<file path="src/rtl/cim_act_serializer.sv">
// cim_act_serializer: bit-serial activation driver, shift aligner and per-op dot-product extractor for a CIM column
module cim_act_serializer #(
  parameter int NROWS        = 64,
  parameter int WORDLEN      = 8,
  parameter int LOG2_WORDLEN = 3,
  parameter int LOG2_NROWS   = 6,
  parameter int SUM_WIDTH    = WORDLEN + LOG2_NROWS + LOG2_WORDLEN,
  parameter int COL_LAT      = 3,
  parameter int SHIFT_LAT    = 2
) (
  input  logic                              clock,
  input  logic                              reset,
  input  logic                              in_valid,
  output logic                              in_ready,
  input  logic [NROWS-1:0][WORDLEN-1:0]     in_act,
  output logic [NROWS-1:0]                  ia,
  output logic [WORDLEN-1:0]                shift,
  input  logic [SUM_WIDTH-1:0]              col_sum,
  output logic [SUM_WIDTH-1:0]              result,
  output logic                              result_valid,
  output logic                              busy
);
  typedef enum logic {IDLE, SERIAL} state_t;
  state_t state, state_n;
  logic [NROWS-1:0][WORDLEN-1:0] act_q, act_n;
  logic [LOG2_WORDLEN-1:0] k, k_n;
  logic [NROWS-1:0] ia_n;
  logic last_bit, take, shv;
  logic [SHIFT_LAT-2:0] sv;
  logic [SHIFT_LAT-2:0][LOG2_WORDLEN-1:0] sk;
  logic [COL_LAT-1:0] ld;
  logic [SUM_WIDTH-1:0] snap;
  always_comb begin
    last_bit = state == SERIAL && k == LOG2_WORDLEN'(WORDLEN - 1);
    in_ready = state == IDLE || last_bit;
    take     = in_valid && in_ready;
    state_n  = take ? SERIAL : (last_bit ? IDLE : state);
    act_n    = take ? in_act : act_q;
    k_n      = take ? '0 : (state == SERIAL ? k + 1'b1 : k);
    ia_n     = '0;
    for (int r = 0; r < NROWS; r++) ia_n[r] = (state_n == SERIAL) & act_n[r][k_n];
  end
  assign busy = state == SERIAL || |sv || shv || |ld;
  always_ff @(posedge clock) begin
    if (reset) begin
      state        <= IDLE;
      act_q        <= '0;
      k            <= '0;
      ia           <= '0;
      sv           <= '0;
      sk           <= '0;
      shv          <= 1'b0;
      shift        <= '0;
      ld           <= '0;
      snap         <= '0;
      result       <= '0;
      result_valid <= 1'b0;
    end else begin
      state <= state_n;
      act_q <= act_n;
      k     <= k_n;
      ia    <= ia_n;
      sv[0] <= state == SERIAL;
      sk[0] <= k;
      for (int i = 1; i < SHIFT_LAT - 1; i++) begin
        sv[i] <= sv[i-1];
        sk[i] <= sk[i-1];
      end
      shv   <= sv[SHIFT_LAT-2];
      shift <= sv[SHIFT_LAT-2] ? WORDLEN'(sk[SHIFT_LAT-2]) : '0;
      ld[0] <= last_bit;
      for (int i = 1; i < COL_LAT; i++) ld[i] <= ld[i-1];
      // the column accumulator never clears, so each result is the delta between op boundaries
      result_valid <= ld[COL_LAT-1];
      if (ld[COL_LAT-1]) begin
        result <= col_sum - snap;
        snap   <= col_sum;
      end
    end
  end
endmodule

</file>
<file path="config.mk">
export PLATFORM = sky130hd
export DESIGN_NAME = cim_act_serializer
export DESIGN_NICKNAME = d
export VERILOG_FILES = /design/src/rtl/cim_act_serializer.sv
export SDC_FILE = /design/constraint.sdc
export NUM_CORES = 1
export LEC_CHECK = 0
export CORE_MARGIN = 10
export CORE_UTILIZATION = 55
export CTS_CLUSTER_SIZE = 24
export DETAILED_ROUTE_END_ITERATION = 8
export PLACE_DENSITY = 0.86
export SKIP_CTS_REPAIR_TIMING = 1
export SLEW_MARGIN = 25
export SYNTH_ARGS = -nofsm -noshare
export SYNTH_HDL_FRONTEND = slang
export SYNTH_SLANG_ARGS = --single-unit
</file>
<file path="constraint.sdc">
create_clock -name clock -period 4.4 [get_ports clock]
set_input_delay 0.66 -clock clock [delete_from_list [all_inputs] [get_ports clock]]
set_output_delay 0.66 -clock clock [all_outputs]
set_load 0.01 [all_outputs]
</file>
=== After elaboration in Yosys (flattened, before gate mapping) ===
Cells that the tools add are included.

* Bits of input ports: 532
* Logic and storage cells: 287
* Register bits after elaboration: 631

* $add $sub $neg: 2
* Bitwise logic cells: 66
* Reduce and logical (&&, ||, !) cells: 8
* Muxes and demuxes: 133
* Equality and inequality tests: 1
* Magnitude comparators: 1

{| class="wikitable"
|+ Operators with widths
! operator !! number
|-
| 512-bit 2-to-1 mux || 1
|-
| 1-bit binary-select mux with 3-bit select || 64
|-
| 1-bit 2-to-1 mux || 66
|-
| 1-bit bitwise AND || 64
|-
| 17-bit subtractor || 1
|-
| 3-bit 2-to-1 mux || 2
|-
| 1-bit logical OR || 4
|-
| 3-bit by 4-bit < comparator with 1-bit output, second input constant || 1
|-
| 3-bit by 1-bit adder with 3-bit output, second input constant || 1
|-
| 3-bit equality test, second input constant || 1
|-
| 3-bit OR reduction || 1
|-
| 1-bit logical AND || 2
|-
| 1-bit NOT || 2
|-
| 2-bit OR reduction || 1
|}

=== Logic depth before layout (Yosys ltp) ===
Gate-level depths: netlist of run 1.

* Depth after elaboration: 8
* Mapped depth: 10
* Depth with buffers taken out: 9

=== Worst setup path before layout of run 1 ===
Ideal clock, no wire load.

* Kind: input -> register
* From: input col_sum[0]
* To: register result[16]
* Path slack: 1.981 ns
* Stages on the path: 9
* Library setup time: 0.122 ns
* Data arrival time: 2.297 ns
* Data required time: 4.278 ns
* Cell sequence: inv_1 > ha_1 > fa_1 > nor2b_1 > o31a_1 > o21ai_1 > and3_1 > o2111a_1 > a221o_1

* Longest elaborated chain between the ends: 1

{| class="wikitable"
|+ RTL lines
! element !! line !! source
|-
| from (decl) || 18 || <nowiki>input logic [SUM_WIDTH-1:0] col_sum,</nowiki>
|-
| 17-bit subtractor || 76 || <nowiki>result <= col_sum - snap;</nowiki>
|-
| to (signal assigned) || 76 ||
|-
| to (decl) || 19 || <nowiki>output logic [SUM_WIDTH-1:0] result,</nowiki>
|}

Every way passes these cells.
A chain may end at the register's enable or synchronous reset.

=== Worst setup path in the final report of run 1 ===
* From: register k[0]
* To: output in_ready

* Longest elaborated chain between the ends: 3

{| class="wikitable"
|+ RTL lines
! element !! line !! source
|-
| from (decl) || 26 || <nowiki>logic [LOG2_WORDLEN-1:0] k, k_n;</nowiki>
|-
| from (signal assigned) || 61 || <nowiki>k <= k_n;</nowiki>
|-
| 3-bit equality test || 34 || <nowiki>last_bit = state == SERIAL && k == LOG2_WORDLEN'(WORDLEN - 1);</nowiki>
|-
| 1-bit logical AND || 34 ||
|-
| 1-bit logical OR || 35 || <nowiki>in_ready = state == IDLE || last_bit;</nowiki>
|-
| to (decl) || 14 || <nowiki>output logic in_ready,</nowiki>
|}

Every way passes these cells.

==> out/qor.log, run 1 <==
[synth] portion of synthesized cell area occupied by the leading cell type 0.459
[setup_path] worst endpoint data arrival time 2650 ps
[synth] proportion of synthesized flip-flops having asynchronous set or reset 0
[placed_design] detailed placement HPWL 66300 um
[synth] synthesis warning total 0
[cts] total CTS buffers 66
[global_route] global-route wire length before repair 156000 um
[outcome] run status complete, no violations
[setup_path] endpoint kind of the worst setup timing path output port
[global_route] initial antenna violation count 34
[sta] worst hold-check slack 435 ps
[detailed_routing] Initial DRC Count 3562
[floorplanning] total I/O pin count 624
[cts] clock tree from TritonCTS built
[setup_path] category of the worst setup path launch point flip-flop
[finish] Nets 4830
[synth] fraction of the yosys area taken by sequential cells 0.459
[synth] library cells used by synthesis 54
[placed_design] weighted congestion at the end of routability-driven global placement 0.930
[detailed_routing] Avg WL per Cell 20.5 um
[synth] Synth top cells by count sky130_fd_sc_hd__nand2_1, sky130_fd_sc_hd__a21oi_1, sky130_fd_sc_hd__dfxtp_1
[sta] period utilisation layout 0.751
[floorplanning] die boundary height 243 um
[detailed_routing] Total Routed Length 103000 um
[global_route] GRT Residual Overflow 0
[setup_path] required time of the critical path 3740 ps
[cts] insertion delay of the later-clocked pin in the worst-skew pair 610 ps
[floorplanning] DIE AREA 0.0590 mm^2
[cts] Max clock buf depth 3
[finish] share of post-route cells with drive strength above 1 0.0375
[sta] slew at the pin with the worst max-slew slack 1090 ps
[detailed_routing] # DRC 0
[detailed_routing] first drt pass iteration count 6
[synth] top-count cell post-synth sky130_fd_sc_hd__nand2_1
[pwr] worst voltage drop across the vdd grid 0.336 mV
[pwr] pwr/cell area 386 mW/mm^2
[pwr] static power due to leakage 12.7 nW
[floorplanning] starting density of the core 0.557
[sta] number of setup violations in the final report 0
[sta] Worst slew margin 0.275
[setup_path] path depth of the worst reg2reg path 8
[setup_path] highest net fanout along the worst path 4
[cts] maximum level of the CTS H-tree 3
[sta] setup repair after global routing missed its margin false
[synth] number of register bits inferred by synthesis 626
[floorplanning] area of the placeable core 0.0491 mm^2
[synth] Synth area leaders sky130_fd_sc_hd__dfxtp_1, sky130_fd_sc_hd__nand2_1, sky130_fd_sc_hd__a21oi_1
[detailed_routing] detail-routed via count per cell 5.81
[cts] Clk Tree Root Cell sky130_fd_sc_hd__clkbuf_16
[min_path] worst hold path stage count 1
[sta] number of max-slew violations in the final report 0
[global_route] pin count of the biggest net entering global routing 214
[sta] accumulated negative setup slack 0 ps
[synth] Synth Cell Area 0.0273 mm^2
[setup_path] class of the most critical setup path flip-flop to output port
[finish] P&R area growth vs syn 31.1%
[placed_design] quantity of I/O buffers inserted on ports 618
[synth] leading area contributor after synthesis sky130_fd_sc_hd__dfxtp_1
[synth] Syn Area/Cell 7.06 um^2
[pwr] Tot Pwr 13.8 mW
[cts] clock transition time at the flip-flop clock pins of the worst setup and hold paths 60 ps
[floorplanning] die extent in x 243 um
[sta] shortest clock period the worst path allows after layout 3310 ps
[sta] Fin Clk Skew 18.2 ps
[sta] number of hold violations in the final report 0
[global_route] number of global-route vias before repair 27600
[min_path] class of the tightest hold or removal check flip-flop to flip-flop
[job] Max-cap violations 0
[synth] Top FF cell, synth sky130_fd_sc_hd__dfxtp_1
[global_route] Total Routing Usage GR 0.329
[detailed_routing] Post-DRT Antenna Nets 0
[synth] number of synthesized flops with an enable pin 0
[finish] number of fill cells 3827
[sta] Max Fclk 0.303 GHz
[floorplanning] site row count 81
[cts] number of sinks handled by clock tree synthesis 626
[detailed_routing] routed via count 29200
[synth] count of mapped cells out of synthesis 3870
-- registers in the layout, indices dropped and copies added (netlist names) --
signal	count
shv	1
sk	3
ld	3
sv	1
snap	17
shift	3
state	1
k	3
act_q	512
result	17
ia	64
result_valid	1
-- cells by family after synthesis --
group | share of synthesized area
adder cells (fa/ha/maj) | 0.00898
other | 0.000137
AND/OR/NAND/NOR | 0.275
flip-flops | 0.459
multiplexers | 0.00889
XOR/XNOR | 0.00440
AO/OA/AOI/OAI | 0.190
buffers and inverters | 0.0541
-- area by class of cell --
cell class | instances | area, um^2 | area share
antenna | 33 | 82.6 | 0.00231
clock inverter | 16 | 120 | 0.00335
sequential | 626 | 12500 | 0.350
multi-input combinational | 2900 | 13400 | 0.375
tap | 664 | 831 | 0.0232
clock buffer | 98 | 1990 | 0.0555
timing repair buffer | 661 | 6740 | 0.188
inverter | 24 | 90.1 | 0.00252
-- power by group --
part           leakage, nW  internal, mW  switching (mW)  total, mW
clock                 1.04          3.18            2.33       5.51
combinational         6.48         0.924            1.24       2.16
sequential            5.13          5.98           0.176       6.16
total                 12.7          10.1            3.75       13.8
-- per-stage QoR --
stage / cells / util / instance area (um^2) / setup WS, ps
after global routing: 5019 / 0.730 / 35800 / 985
after global placement: 4875 / 0.685 / 33600 / 1270
final: 5022 / 0.730 / 35800 / 1090
after floorplan: 3874 / - / 27300 / 1980
after detailed placement: 4875 / 0.685 / 33600 / 1250
after CTS: 4989 / 0.728 / 35700 / 1060
-- worst max-delay path, cell delays in order (launching register included) --
cell and delay [ps]:
sky130_fd_sc_hd__dfxtp_1 560, sky130_fd_sc_hd__ha_1 220, sky130_fd_sc_hd__ha_1 230, sky130_fd_sc_hd__nand2b_1 260
sky130_fd_sc_hd__clkdlybuf4s50_1 780
-- cells in the final DEF, fill, tap and decap left out, drive strengths merged, types with 6 or more instances in the layout --
| master | n |
|---|---|
| o21a | 6 |
| a211oi | 66 |
| o21ai | 17 |
| clkinv | 10 |
| ha | 18 |
| nor2 | 101 |
| nand3 | 66 |
| inv | 26 |
| dfxtp | 626 |
| clkdlybuf4s50 | 616 |
| a21oi | 780 |
| nor3 | 196 |
| nand2 | 1490 |
| buf | 45 |
| mux2i | 22 |
| nor2b | 12 |
| clkbuf | 98 |
| diode | 33 |
| o211ai | 64 |
| xnor2 | 10 |
-- layer usage --
metal	GRT usage	vias up	routed length, um
met3	0.0820	317	10300
li1	-	13700	-
met5	0	-	25
met4	0.186	4	5350
met1	0.393	13500	38700
met2	0.531	1665	48600
-- worst paths after layout --
path | to | startpoint | slack (ps)
worst max-delay path | in_ready | k[0] | 1090
worst min-delay path | shift[2] | sk[2] | 430
worst max register to register | ia[44] | k[0] | 1290
worst min register to register | shift[2] | sk[2] | 430
(Power assumes the default switching activity.)
==> inputs of run 2 (changes only) <==
--- a/config.mk
+++ b/config.mk
@@ -6,10 +6,10 @@
 export NUM_CORES = 1
 export LEC_CHECK = 0
 export CORE_MARGIN = 10
-export CORE_UTILIZATION = 55
+export CORE_UTILIZATION = 46
 export CTS_CLUSTER_SIZE = 24
 export DETAILED_ROUTE_END_ITERATION = 8
-export PLACE_DENSITY = 0.86
+export PLACE_DENSITY = 0.77
 export SKIP_CTS_REPAIR_TIMING = 1
 export SLEW_MARGIN = 25
 export SYNTH_ARGS = -nofsm -noshare
==> constraint.sdc (replaced) <==
create_clock -name clock -period 2.7 [get_ports clock]
set_input_delay 0.405 -clock clock [delete_from_list [all_inputs] [get_ports clock]]
set_output_delay 0.405 -clock clock [all_outputs]
set_load 0.01 [all_outputs]
==> out/qor.log, run 2 (synthesized netlist as in run 1, its figures left out) <==
[outcome] run status complete, no violations
[setup_path] required time of the critical path 2300 ps [-1440 ps]
[sta] final worst-path setup slack 97.4 ps [-997 ps]
[job] Max-cap violations 0 [unchanged]
[setup_path] Worst path max stage delay 620 ps [-160 ps]
[floorplanning] starting density of the core 0.464 [-0.0932]
[floorplanning] area of the placeable core 0.0589 mm^2 [+20%]
[sta] setup repair after global routing missed its margin false
[pwr] pwr/cell area 632 mW/mm^2 [+63%]
[sta] number of setup violations in the final report 0 [unchanged]
[detailed_routing] first drt pass iteration count 6 [unchanged]
[finish] share of post-route cells with drive strength above 1 0.0487 [+0.0112]
[sta] slew at the pin with the worst max-slew slack 1050 ps [-38.3 ps]
[placed_design] detailed placement HPWL 68800 um [+3.8%]
[setup_path] CP max-delay cell sky130_fd_sc_hd__clkdlybuf4s50_1
[global_route] global-route layer with the greatest usage met2
[finish] number of flip-flops under the largest register name 512 [unchanged]
[global_route] global-route wire length before repair 156000 um [-0.38%]
[setup_path] cells along the critical path buf_6 > nor2_1 > nand2_1 > clkdlybuf4s50_1
[placed_design] Setup Slack @ Placement -233 ps [-1480 ps]
[floorplanning] die extent in x 264 um [+8.6%]
[global_route] pin count of the biggest net entering global routing 227 [+6.1%]
[pwr] static power due to leakage 13.0 nW [+3.1%]
[setup_path] endpoint kind of the worst setup timing path output port
[cts] insertion delay of the later-clocked pin in the worst-skew pair 600 ps [about the same]
[placed_design] weighted congestion at the end of routability-driven global placement 0.915 [-1.6%]
[setup_path] setup slack, reg-to-reg 220 ps [-1070 ps]
[cts] clock tree from TritonCTS built
[detailed_routing] Total Routed Length 103000 um [about the same]
[sta] number of hold violations in the final report 0 [unchanged]
[finish] highest-count cells in the layout ignoring fill and taps sky130_fd_sc_hd__nand2_1, sky130_fd_sc_hd__a21oi_1, sky130_fd_sc_hd__dfxtp_1, sky130_fd_sc_hd__clkdlybuf4s50_1, sky130_fd_sc_hd__nor3_1
[cts] clock transition time at the flip-flop clock pins of the worst setup and hold paths 60 ps [about the same]
[sta] accumulated negative setup slack 0 ps [unchanged]
[sta] Worst slew margin 0.300 [+0.0255]
[detailed_routing] detail-routed via count per cell 5.53 [-4.8%]
[global_route] met3 Use GR 0.0559 [-0.0262]
[global_route] met1 Track Usage GR 0.348 [-0.0455]
[sta] Fin Clk Skew 22.5 ps [+4.34 ps]
[finish] most frequent standard cell in the layout excluding fill and tap cells sky130_fd_sc_hd__nand2_1
[global_route] Total Routing Usage GR 0.278 [-0.0502]
[sta] shortest clock period the worst path allows after layout 2600 ps
[pwr] Tot Pwr 23.2 mW [+67%]
[min_path] class of the tightest hold or removal check input pin to flip-flop
[detailed_routing] Post-DRT Antenna Nets 0 [unchanged]
[detailed_routing] Initial DRC Count 3252 [-8.7%]
[detailed_routing] routed via count 28600 [-1.9%]
[floorplanning] site row count 89 [+9.9%]
[cts] Max clock buf depth 3 [unchanged]
[finish] final cell utilization of the core 0.622 [-0.108]
[placed_design] quantity of I/O buffers inserted on ports 618 [unchanged]
[detailed_routing] Avg WL per Cell 19.9 um [-2.9%]
[floorplanning] DIE AREA 0.0695 mm^2 [+18%]
[finish] Nets 4880 [+1.0%]
[pwr] worst voltage drop across the vdd grid 0.541 mV [+61%]
[finish] number of fill cells 5285 [+38%]
[setup_path] worst endpoint data arrival time 2200 ps [-450 ps]
[global_route] number of global-route vias before repair 27100 [-1.8%]
[cts] number of sinks handled by clock tree synthesis 626 [unchanged]
[sta] Max Fclk 0.384 GHz
[global_route] initial antenna violation count 26 [-24%]
[sta] period utilisation layout 0.964
[floorplanning] total I/O pin count 624 [unchanged]
[sta] number of max-slew violations in the final report 0 [unchanged]
[cts] Clk Tree Root Cell sky130_fd_sc_hd__clkbuf_16
[setup_path] highest net fanout along the worst path 21 [+17]
[global_route] M2 GR Usage 0.452 [-0.0793]
[finish] P&R area growth vs syn 34.2%
[cts] total CTS buffers 69 [+4.5%]
[cts] maximum level of the CTS H-tree 3 [unchanged]
[global_route] GRT Residual Overflow 0 [unchanged]
[setup_path] class of the most critical setup path flip-flop to output port
[finish] Top Registers act_q x512, ia x64
[detailed_routing] # DRC 0 [unchanged]
[setup_path] category of the worst setup path launch point flip-flop
[finish] largest reg by FF count act_q
[floorplanning] die boundary height 264 um [+8.6%]
==> run 2: per-layer routing <==
metal / up-vias / wire, um
met5: - / 73
met4: 10 / 3900
met3: 219 / 8620
met2: 1327 / 49000
met1: 13300 / 41400
li1: 13800 / -
==> run 2: final cells by class <==
cell class | count | area (um^2) | area share
timing repair buffer | 708 | 7340 | 0.200
sequential | 626 | 12500 | 0.342
multi-input combinational | 2900 | 13400 | 0.366
tap | 773 | 967 | 0.0264
antenna | 23 | 57.6 | 0.00157
inverter | 24 | 90.1 | 0.00246
clock inverter | 20 | 241 | 0.00659
clock buffer | 99 | 2010 | 0.0549
==> run 2: power by group <==
part | leakage, nW | internal [mW] | switching [mW]
combinational | 6.81 | 1.62 | 2.05
clock | 1.10 | 5.57 | 3.89
sequential | 5.13 | 9.75 | 0.256
==> run 2: through the flow <==
step                      area, um^2  hold slack (ps)  cells
after floorplan                27300              406   3874
after global placement         34300              412   5030
after detailed placement       34300              419   5030
after CTS                      36600              143   5149
after global routing           36700              162   5171
final                          36700              174   5173
==> run 2: worst max-delay path, delay by kind of cell (launching register included) <==
kind                   cells  cell delay [ps]
DFF                        1              540
and+or+nand+nor            2              150
buffers and inverters      2              910
==> run 2: worst paths after layout <==
kind / end / cells past startpoint / start
min reg2reg: shift[1] / 1 / sk[1]
max: busy / 4 / state
min: snap[5] / 2 / reset
max reg2reg: ia[1] / 10 / k[1]
